==> config.mk <==
export PLATFORM = sky130hd
export DESIGN_NAME = pmu_quota_multi
export DESIGN_NICKNAME = d
export VERILOG_FILES = /design/src/rtl/pmu_quota_multi.sv
export SDC_FILE = /design/constraint.sdc
export NUM_CORES = 1
export LEC_CHECK = 0
export CAP_MARGIN = 25
export CORE_ASPECT_RATIO = 1.75
export CORE_MARGIN = 10
export CORE_UTILIZATION = 35
export CTS_BUF_LIST = sky130_fd_sc_hd__clkbuf_8
export DETAILED_ROUTE_END_ITERATION = 16
export PLACE_DENSITY_LB_ADDON = 0.15
export SLEW_MARGIN = 5
export SYNTH_ARGS = -nofsm -noshare
export SYNTH_HDL_FRONTEND = slang
export SYNTH_SLANG_ARGS = --single-unit
==> constraint.sdc <==
create_clock -name clk_i -period 6.92 [get_ports clk_i]
set_clock_uncertainty 0.2 [all_clocks]
set_input_delay 1.384 -clock clk_i [delete_from_list [all_inputs] [get_ports clk_i]]
set_output_delay 1.384 -clock clk_i [all_outputs]
set_load 0.005 [all_outputs]
==> src/rtl/pmu_quota_multi.sv <==
// -----------------------------------------------------------------------------
// pmu_quota_multi
//
// Multi-core quota monitor for the PMU. It sits between the event-counter bank
// and the PMU interrupt aggregator.
//
// A shared sequencer visits one event counter per cycle. Each of the N_CORES
// quota channels adds the visited counter to its own accumulator when that
// counter is enabled in the channel's mask. At the end of every sweep the
// accumulator is committed to a stable per-core sum. The sum is compared with
// the channel limit, and a sticky interrupt is raised when the sum is strictly
// greater than the limit.
//
// Ports
//   clk_i            clock
//   rstn_i           asynchronous active-low reset
//   softrst_i        synchronous active-high soft reset; overrides all other inputs
//   counter_value_i  packed event counters, counter k at [k*REG_WIDTH +: REG_WIDTH]
//   quota_mask_i     per-core counter masks, core c at [c*N_COUNTERS +: N_COUNTERS]
//   quota_limit_i    per-core limits, core c at [c*SUM_W +: SUM_W]
//   intr_clear_i     per-core sticky-interrupt clear (1-cycle pulse)
//   quota_sum_o      last committed sum per core, core c at [c*SUM_W +: SUM_W]
//   sweep_done_o     1-cycle pulse, concurrent with freshly committed sums
//   intr_quota_o     sticky per-core quota-exceeded interrupt
// -----------------------------------------------------------------------------
module pmu_quota_multi #(
    parameter int  REG_WIDTH  = 32,
    parameter int  N_COUNTERS = 9,
    parameter int  N_CORES    = 4,
    localparam int SUM_W      = $clog2(N_COUNTERS) + REG_WIDTH,
    localparam int IDX_W      = $clog2(N_COUNTERS)
) (
    input  logic                          clk_i,
    input  logic                          rstn_i,
    input  logic                          softrst_i,
    input  logic [N_COUNTERS*REG_WIDTH-1:0] counter_value_i,
    input  logic [N_CORES*N_COUNTERS-1:0] quota_mask_i,
    input  logic [N_CORES*SUM_W-1:0]      quota_limit_i,
    input  logic [N_CORES-1:0]            intr_clear_i,
    output logic [N_CORES*SUM_W-1:0]      quota_sum_o,
    output logic                          sweep_done_o,
    output logic [N_CORES-1:0]            intr_quota_o
);

    // -------------------------------------------------------------------------
    // Shared sequencer: free-running counter index, never stalls.
    // -------------------------------------------------------------------------
    logic [IDX_W-1:0]     idx_q, idx_d;
    logic                 sweep_done_q, sweep_done_d;
    logic                 last_idx;
    logic [REG_WIDTH-1:0] cur_counter;

    assign last_idx    = (idx_q == IDX_W'(N_COUNTERS - 1));
    assign cur_counter = counter_value_i[int'(idx_q)*REG_WIDTH +: REG_WIDTH];

    always_comb begin
        // NOTE: every combinational output gets a value on every path, so no latch is inferred.
        idx_d        = last_idx ? '0 : idx_q + IDX_W'(1);
        sweep_done_d = last_idx;
    end

    // NOTE: asynchronous reset is listed in the sensitivity list and tested first;
    // the synchronous soft reset is an ordinary priority branch under the clock.
    always_ff @(posedge clk_i or negedge rstn_i) begin
        if (!rstn_i) begin
            idx_q        <= '0;
            sweep_done_q <= 1'b0;
        end else if (softrst_i) begin
            idx_q        <= '0;
            sweep_done_q <= 1'b0;
        end else begin
            // NOTE: sequential state uses non-blocking assignments so every flop
            // samples the pre-edge values regardless of statement order.
            idx_q        <= idx_d;
            sweep_done_q <= sweep_done_d;
        end
    end

    assign sweep_done_o = sweep_done_q;

    // -------------------------------------------------------------------------
    // Per-core quota channels. Channels share only the sequencer and never
    // influence one another.
    // -------------------------------------------------------------------------
    for (genvar c = 0; c < N_CORES; c++) begin : g_core
        logic [N_COUNTERS-1:0] mask_c;
        logic [N_COUNTERS-1:0] old_mask_q;
        logic [SUM_W-1:0]      limit_c;
        logic [SUM_W-1:0]      v_c;
        logic [SUM_W-1:0]      acc_q, acc_d;
        logic [SUM_W-1:0]      sum_q, sum_d;
        logic                  skip_q, skip_d;
        logic                  intr_q, intr_d;
        logic                  set_c;

        assign mask_c  = quota_mask_i[c*N_COUNTERS +: N_COUNTERS];
        assign limit_c = quota_limit_i[c*SUM_W +: SUM_W];
        assign v_c     = mask_c[idx_q] ? SUM_W'(cur_counter) : '0;

        always_comb begin
            acc_d  = acc_q;
            sum_d  = sum_q;
            skip_d = skip_q;
            if (mask_c != old_mask_q) begin
                // A mask change discards the sweep in progress; skip_q also blocks
                // the commit at the end of this sweep, so the next committed sum
                // covers a complete sweep taken with a stable mask.
                acc_d  = '0;
                skip_d = 1'b1;
            end else if (last_idx) begin
                if (!skip_q) begin
                    sum_d = acc_q + v_c;
                end
                acc_d  = '0;
                skip_d = 1'b0;
            end else begin
                acc_d = acc_q + v_c;
            end
        end

        // The compare uses the registered sum with the live limit. A lowered limit
        // therefore fires without waiting for the next sweep. Set beats clear.
        assign set_c  = (sum_q > limit_c);
        assign intr_d = set_c | (intr_q & ~intr_clear_i[c]);

        always_ff @(posedge clk_i or negedge rstn_i) begin
            if (!rstn_i) begin
                acc_q      <= '0;
                sum_q      <= '0;
                skip_q     <= 1'b0;
                intr_q     <= 1'b0;
                old_mask_q <= '0;
            end else if (softrst_i) begin
                acc_q      <= '0;
                sum_q      <= '0;
                skip_q     <= 1'b0;
                intr_q     <= 1'b0;
                // Capturing the live mask lets the first sweep after a soft reset commit.
                old_mask_q <= mask_c;
            end else begin
                acc_q      <= acc_d;
                sum_q      <= sum_d;
                skip_q     <= skip_d;
                intr_q     <= intr_d;
                old_mask_q <= mask_c;
            end
        end

        assign quota_sum_o[c*SUM_W +: SUM_W] = sum_q;
        assign intr_quota_o[c]               = intr_q;
    end

endmodule

# [Yosys cells after proc, flatten, opt, wreduce, memory -nomap -nowiden]
# Cells that the tools add are included.
[word_totals] register_bits=337 inputBits=475
[classes] addsub=5 magnitude_cmp=5 eq_ne=13 n_shift=1 mux=56 bitwise=12 n_reduce_logical=9
[ops] cell="$mux W36" count=28
[ops] cell="$shiftx A288 B10 Y32" count=1
[ops] cell="$add A36 B32 Y36" count=4
[ops] cell="$gt A36 B36 Y1" count=4
[ops] cell="$mux W32" count=4
[ops] cell="$ne A9 B9 Y1" count=4
[ops] cell="$mux W1" count=18
[ops] cell="$bmux W1 S4" count=4
[ops] cell="$ne A2 B2 Y1 const B" count=8
[ops] cell="$reduce_and A3 Y1" count=4
[ops] cell="$reduce_bool A3 Y1" count=4
[ops] cell="$mux W4" count=2
[ops] cell="$lt A4 B5 Y1 const B" count=1
[ops] cell="$add A4 B1 Y4 const B" count=1
[ops] cell="$and A1 B1 Y1" count=4
[ops] cell="$eq A4 B4 Y1 const B" count=1
[ops] cell="$not A1 Y1" count=4
[ops] cell="$or A1 B1 Y1" count=4
[ops] cell="$reduce_bool A2 Y1" count=1

# [Longest topological paths before layout]
# Gate-level depths: netlist (run 1).
[depth] ltp_word=8 depth_mapped=19 ltp_nobuf=16

# [Worst setup path before layout (run 1)]
# Ideal clock, no wire load.
[synth_path] kind="input -> register" startpoint="input quota_mask_i[34]" endpoint="register g_core[3].sum_q[28]" setup_ps=69 arrival_ps=5194 slack_ps=1457 cell_stages=17 path_buffers=1 path_cell_list="mux4_2 > mux2i_1 > nor2_1 > a21oi_1 > clkbuf_1 > nor2_1 > ha_1 > fa_1 > a21oi_1 > nor2_1 > nor4_2 > o31ai_2 > a221o_1 > a221oi_2 > nor3_2 > or4_1 > nand3_1"
[synth_between] elab_chain_len=8 elab_cells_between_ends=11 classes_between="1 x add/sub; 2 x eq/ne; 7 x mux; 1 x reduce/logical"
[synth_lines] element="start: declaration" line="37" source="input logic [N_CORES*N_COUNTERS-1:0] quota_mask_i,"
[synth_lines] element="$bmux W1 S4" line="98" source="assign v_c = mask_c[idx_q] ? SUM_W'(cur_counter) : '0;"
[synth_lines] element="$mux W1 (implied by the code)" line="98"
[synth_lines] element="$mux W32" line="98"
[synth_lines] element="$add A36 B32 Y36" line="112" source="sum_d = acc_q + v_c;"
[synth_lines] element="$mux W36" line="111" source="if (!skip_q) begin"
[synth_lines] element="$mux W36" line="110" source="end else if (last_idx) begin"
[synth_lines] element="$mux W36" line="104" source="if (mask_c != old_mask_q) begin"
[synth_lines] element="$mux W36" line="133" source="end else if (softrst_i) begin"
[synth_lines] element="end signal: assignment" line="142" source="sum_q <= sum_d;"
[synth_lines] element="end: declaration" line="91" source="logic [SUM_W-1:0] sum_q, sum_d;"
# Several ways; a longest one is shown, not always the timed one. The select of a mux whose other input is x is not followed.
# A chain may end at the register's enable or synchronous reset.

# [Worst setup path after layout (run 1)]
[layout_path] startpoint="register idx_q[0]" endpoint="register g_core[2].sum_q[29]"
[layout_between] elab_chain_len=8 elab_cells_between_ends=12 classes_between="1 x add/sub; 1 x eq/ne; 1 x shift; 7 x mux; 2 x reduce/logical"
[layout_lines] element="start: declaration" line="48" source="logic [IDX_W-1:0] idx_q, idx_d;"
[layout_lines] element="start signal: assignment" line="74" source="idx_q <= idx_d;"
[layout_lines] element="parallel branches: the longest is 8 deep, another holds $add A36 B32 Y36"
[layout_lines] element="end signal: assignment" line="142"
[layout_lines] element="end: declaration" line="91"
# Parallel ways; which one is timed is not known. The select of a mux whose other input is x is not followed.

==> results of run 1 <==
cells in the final DEF, fill, tap and decap left out, types with 7 or more instances in the layout:
| master | instances |
|---|---|
| nor2_1 | 436 |
| o31ai_1 | 41 |
| or3_1 | 9 |
| inv_1 | 194 |
| mux4_2 | 72 |
| mux2i_1 | 36 |
| a21oi_1 | 217 |
| nor2b_1 | 31 |
| o21ai_0 | 149 |
| a31oi_1 | 16 |
| nand2_1 | 184 |
| nand3_1 | 40 |
| ha_1 | 274 |
| clkbuf_8 | 67 |
| clkdlybuf4s50_1 | 621 |
| and3_1 | 19 |
| a21o_1 | 125 |
| nor4_1 | 11 |
| xnor2_1 | 99 |
| xor2_1 | 72 |
| nand4_1 | 56 |
| and2_1 | 25 |
| o21a_1 | 15 |
| diode_2 | 9 |
| clkinv_2 | 16 |
| a211oi_1 | 25 |
| nand2b_1 | 18 |
| a31o_2 | 7 |
| o211ai_1 | 10 |
| buf_4 | 58 |
| or2_2 | 9 |
| nor3_1 | 31 |
| o21bai_1 | 31 |
| dfrtp_1 | 333 |
flip-flops by register name, summed over array words and instances, names as in the netlist:
register,count
g_core.intr_q,4
idx_q,4
g_core.old_mask_q,36
g_core.acc_q,144
g_core.sum_q,144
g_core.skip_q,4
sweep_done_o,1
final cells by class:
cell class              count  area [um^2]  share of cell area [%]
inverters                 189          709                    2.11
diodes                      9         22.5                  0.0670
flip-flops and latches    337         8440                    25.1
clock inverters            27          164                   0.488
multi-input cells        2153        15500                    46.1
clock buffers              67          922                    2.74
repair buffers            683         6720                    20.0
well taps                 917         1150                    3.41
per-stage QoR:
step | utilization (%) | setup slack [ns] | instance area, um^2 | instances | hold slack, ns
after CTS | 47.4 | 0.786 | 33600 | 4372 | 0.291
after global placement | 45.8 | 0.527 | 32500 | 4277 | 0.267
after detailed placement | 45.9 | 0.519 | 32500 | 4278 | 0.274
after floorplan | - | 1.46 | 25100 | 2802 | 0.251
after global routing | 47.4 | 0.450 | 33600 | 4379 | 0.326
final | 47.4 | 0.897 | 33600 | 4382 | 0.289
kinds of logic (layout without fill, tap and decap cells):
kind of cell | after synthesis | count (layout) | share of synthesized area [%]
compound gates | 707 | 707 | 17.9
simple gates | 889 | 889 | 15.8
mux | 108 | 108 | 7.90
flops | 337 | 337 | 33.6
xor+xnor | 171 | 171 | 5.97
fa+ha+maj | 278 | 278 | 14.0
buf+inv | 312 | 966 | 4.84
other cells | 0 | 9 | 0
report_power, final:
part           total, mW  internal [mW]  switching, mW
clock               1.78          0.911          0.869
sequential          2.05           2.00         0.0553
combinational       1.57          0.694          0.872
total               5.40           3.60           1.80
layer usage:
layer | global-route usage [%] | up-vias
li1 | - | 11148
met1 | 27.2 | 11727
met2 | 45.8 | 747
met3 | 4.66 | 155
met4 | 10.1 | 4
met5 | 0 | -
worst min path at each step:
| stage | to | slack (ns) | from | cells past startpoint |
|---|---|---|---|---|
| after CTS | g_core[2].skip_q | 0.29 | g_core[2].skip_q | 2 |
| final | g_core[2].skip_q | 0.29 | g_core[2].skip_q | 2 |
| after floorplan | g_core[2].skip_q | 0.25 | g_core[2].skip_q | 2 |
| after detailed placement | g_core[2].skip_q | 0.27 | g_core[2].skip_q | 2 |
| after global routing | g_core[2].skip_q | 0.33 | g_core[2].skip_q | 2 |
| after global placement | g_core[2].skip_q | 0.27 | g_core[2].skip_q | 2 |
worst max-delay path: stages, from the launching register on:
cell and delay [ns]:
dfrtp_4 0.99, buf_4 0.56, mux4_2 0.56, mux2i_1 0.17, nor2_1 0.06, a21oi_1 0.44
nor2_1 0.09, ha_1 0.40, and3_1 0.25, o41ai_1 0.54, nor3_1 0.10, a221o_1 0.41
a2111oi_0 0.48, nor3_1 0.14, xnor2_1 0.31, o21ai_0 0.15
==> impl_metrics.yaml, run 1 <==
clock_tree:
  clock_latency_ns: 0.65
  cts_setup_buffers: 0
  cts_tree: "built"
  clock_sinks: 337
  cts_buffers: 52
  clkTransAtPathRegs_ns: 0.07
  cts_hold_buffers: 0
  clockBufferDepth: 3
  cts_resized: 0
  cts_root_buf: "clkbuf_8"
  htreeDepth: 2
route:
  dr_total_vias: 23781
  wl_met1_um: 40500
  routed-wl-met2_um: 55500
  ant_nets: 0
  drc: 0
  vias_per_cell: 5.43
  routed_wl_um: 106000
  wl_per_cell_um: 24.3
  dr.max_layer_used: "met5"
  wl_met3_um: 6140
  drtPass1Iterations: 5
  drtIter0Drc: 1260
timing:
  rsz0062_at_grt: "no"
  tightest_slew_ns: 1.04
  fin_crit_sh_pct: 87.0
  slew_violations: 0
  hold_viol_final: 0
  tns_ns: 0
  max_freq_ghz: 0.166
  period_needed_ns: 6.02
  setup_viol: 0
  slew_headroom_pct: 30.4
logic_synthesis:
  syn_area_per_cell_um2: 8.95
  synth_nets: 3555
  yosys-top-cells-area: "dfrtp_1 (34%), ha_1 (14%), nor2_1 (6.5%)"
  synth_area_leader_cell: "dfrtp_1"
  synth_seq_cells: 337
  netlist-cell-type-count: 76
  yosysSeqAreaShare_pct: 33.6
  synthArstFlopShare_pct: 100
  synth-main-ff-cell: "dfrtp_1"
  syn-cell-area_um2: 25100
  netlist_top_cells_count: "nor2_1 (436), dfrtp_1 (337), ha_1 (274), a21oi_1 (223), inv_1 (188)"
  synth-edff-count: 0
  yosys.area.top_type_share_pct: 33.6
  ys_warn_count: 0
  synth_most_common_cell: "nor2_1"
  syn_inst: 2802
worst_setup_path:
  crit_start: "idx_q[0]"
  cp-end-kind: "flop"
  r2r.worst_path.cells: 15
  regToRegSetupSlack_ns: 0.90
  startpoint_type: "flop"
  r2r-end: "g_core[2].sum_q[29]"
  cp_data_required_time_ns: 7.20
  critPathMaxFanout: 36
  worstSetupEndpoint: "g_core[2].sum_q[29]"
  worst_ep_arrival_time_ns: 6.31
  crit_type: "flop to flop"
  reg2reg_from: "idx_q[0]"
floorplan:
  initial_core_util_pct: 35.4
  die_area_um2: 83200
  fp.coreArea_um2: 70900
  io_pins: 624
  die_x_um: 222
  die_h_um: 374
  row_count: 129
pwr:
  ir_worst_vdd_mv: 0.119
  power-per-cell-area_nw_per_um2: 161
  power_mw: 5.40
  p_leak_nw: 15.8
global_routing:
  grt_pass1_wl_um: 160000
  antenna_found_initial: 10
  overflow: 0
  grt_pass1_vias: 25402
  grt_max_degree: 127
  grt.total_usage_pct: 24.8
place:
  numPortBuffers: 623
  gp_congestion: 0.918
  hpwl_um: 85900
finish:
  fill_cells: 6878
  area_growth_syn_to_layout_pct: 34.0
  fin_nets: 4169
  drive_gt1_share_pct: 7.75
run_status:
  status: "finished, final reports clean"
flow_run:
  cap_violations: 0
min_path:
  min_path_type: "flop to flop"
(Power assumes the default switching activity.)
==> run 2: changes to the inputs <==
--- a/config.mk
+++ b/config.mk
@@ -13,3 +13,2 @@
 export DETAILED_ROUTE_END_ITERATION = 16
-export PLACE_DENSITY_LB_ADDON = 0.15
 export SLEW_MARGIN = 5
==> constraint.sdc (replaced) <==
create_clock -name clk_i -period 6.92 [get_ports clk_i]
set_clock_uncertainty 0.2 [all_clocks]
set_input_delay 0.692 -clock clk_i [delete_from_list [all_inputs] [get_ports clk_i]]
set_output_delay 0.692 -clock clk_i [all_outputs]
set_load 0.005 [all_outputs]
==> impl_metrics.yaml, run 2 (synthesis gave the netlist of run 1 again) <==
pwr:
  sw_frac_of_total_pct: 31.9
  p_int_mw: 3.90
  power-per-cell-area_nw_per_um2: 169
  ir_worst_vdd_mv: 0.113
  pwr-share-clk_pct: 37.2
  p_seq_share_pct: 35.5
  p_leak_nw: 16.0
  switching_power_mw: 1.83
  p_comb_share_pct: 27.3
worst_setup_path:
  crit_start: "idx_q[0]"
  crit_slowest_cell: "dfrtp_4"
  critPathMaxFanout: 39
  crit_path_max_incr_delay_ns: 0.93
  cp-end-kind: "flop"
  reg2reg_from: "idx_q[0]"
  crit_type: "flop to flop"
  cp_cell_sequence: "mux4_2 > mux2i_1 > nor2_1 > a21oi_2 > buf_4 > nor2_1 > ha_1 > a21oi_2 > nand2_1 > nor4_2 > o31ai_2 > a221o_1 > a221oi_2 > nor3_2 > or4_1 > nand3_1"
  startpoint_type: "flop"
  cp_data_required_time_ns: 7.29
  worst_ep_arrival_time_ns: 6.26
place:
  hpwl_um: 84200
  dpl_cell_area_um2: 32500
  dp_cells: 4275
  numPortBuffers: 623
  gp_congestion: 0.934
clock_tree:
  cts_buffers: 55
  clock_sinks: 337
  cts_root_buf: "clkbuf_8"
  clock_latency_ns: 0.66
  cts_tree: "built"
  htreeDepth: 2
  cts_resized: 0
  clockBufferDepth: 3
  clkTransAtPathRegs_ns: 0.07
global_routing:
  grt_max_degree: 133
  grt_pass1_vias: 24683
  overflow: 0
  grt.total_usage_pct: 24.5
  grt_pass1_wl_um: 157000
  antenna_found_initial: 13
timing:
  setup_viol: 0
  period_needed_ns: 5.89
  fin_crit_sh_pct: 85.2
  slew_violations: 0
  hold_viol_final: 0
  tns_ns: 0
  max_freq_ghz: 0.170
  rsz0062_at_grt: "no"
  tightest_slew_ns: 0.980
  slew_headroom_pct: 34.5
finish:
  top_regs: "g_core.acc_q x144, g_core.sum_q x144, g_core.old_mask_q x36"
  layout_common_cells: "clkdlybuf4s50_1 (621), nor2_1 (436), dfrtp_1 (333)"
  area_growth_syn_to_layout_pct: 35.1
  finalInstanceArea_um2: 33900
  stdcell_count: 4389
  regArea_um2: 8440
  fill_cells: 6814
  layout_commonest_cell: "clkdlybuf4s50_1"
  multi_input_area_um2: 15500
  drive_gt1_share_pct: 8.03
  fin_nets: 4172
floorplan:
  die_h_um: 374
  initial_core_util_pct: 35.4
  io_pins: 624
  row_count: 129
  fp.coreArea_um2: 70900
  die_x_um: 222
  die_area_um2: 83200
route:
  vias_per_cell: 5.34
  drc: 0
  ant_nets: 0
  wl_per_cell_um: 24.0
  drtIter0Drc: 1203
  routed_wl_um: 105000
  dr_total_vias: 23455
  drtPass1Iterations: 5
min_path:
  min_from: "g_core[2].skip_q"
  min_path_type: "flop to flop"
run_status:
  status: "finished, final reports clean"
flow_run:
  cap_violations: 0
==> run 2: cell count changes in the layout (fill, tap and decap cells not counted), sizes merged <==
cell / delta
buf: -1
bufinv: +8
clkbuf: -1
clkinvlp: +1
dlygate4sd3: +1
inv: -1
==> run 2: critical path, delay by kind of cell (launching register included) <==
family | cells | cell delay (ns)
AO/OA/AOI/OAI | 5 | 1.84
flip-flops | 1 | 0.93
adder cells (fa/ha/maj) | 1 | 0.36
AND/OR/NAND/NOR | 7 | 1.28
buffers and inverters | 1 | 0.36
multiplexers | 2 | 0.81
==> run 2: final timing paths <==
check | endpoint | slack [ns] | depth (start not counted)
setup / recovery | g_core[3].sum_q[28] | 1.03 | 16
hold / removal | g_core[2].skip_q | 0.28 | 2
setup reg to reg | g_core[3].sum_q[28] | 1.03 | 16
hold reg to reg | g_core[2].skip_q | 0.28 | 2
max in group asynchronous | g_core[2].acc_q[27] | 4.67 | 3
min in group asynchronous | g_core[1].acc_q[7] | 0.47 | 2
==> run 2: cell type report <==
type	instances	share of cell area [%]
Inverter	189	2.09
Clock buffer	66	2.68
Clock inverter	35	1.23
Tap cell	917	3.39
Sequential cell	337	24.9
Multi-Input combinational cell	2153	45.7
Antenna cell	9	0.0665
Timing Repair Buffer	683	19.9
==> run 2: what timing repair did <==
item	in CTS	in global routing
setup buffers	0	0
hold buffers	1	0
hold endpoints to repair	101	0
==> run 2: per-stage QoR <==
stage	power (mW)	setup WS, ns	hold slack, ns	utilization (%)
floorplan	2.84	1.76	0.196	-
global placement	3.63	1.02	0.264	45.8
detailed placement	3.64	0.976	0.271	45.8
CTS	5.80	0.974	0.286	47.7
global route	5.99	0.644	0.320	47.8
finish	5.73	1.03	0.282	47.8
==> run 2: metal layers <==
layer  vias to the layer above  global-route usage, %  wire length (um)
met5                         -                      0                 0
met3                       142                   3.81              5270
li1                      11176                      -                 -
met2                       709                   44.9             54600
met4                         0                   9.86              4110
met1                     11428                   27.8             41200
==> run 2: power by group through the flow <==
stage | Clock, mW | Sequential, mW | Combinational (mW)
after floorplan | 0 | 2.05 | 0.793
after global placement | 0 | 2.08 | 1.56
after detailed placement | 0 | 2.08 | 1.56
after CTS | 2.19 | 2.04 | 1.57
after global routing | 2.26 | 2.04 | 1.69
final | 2.13 | 2.04 | 1.56
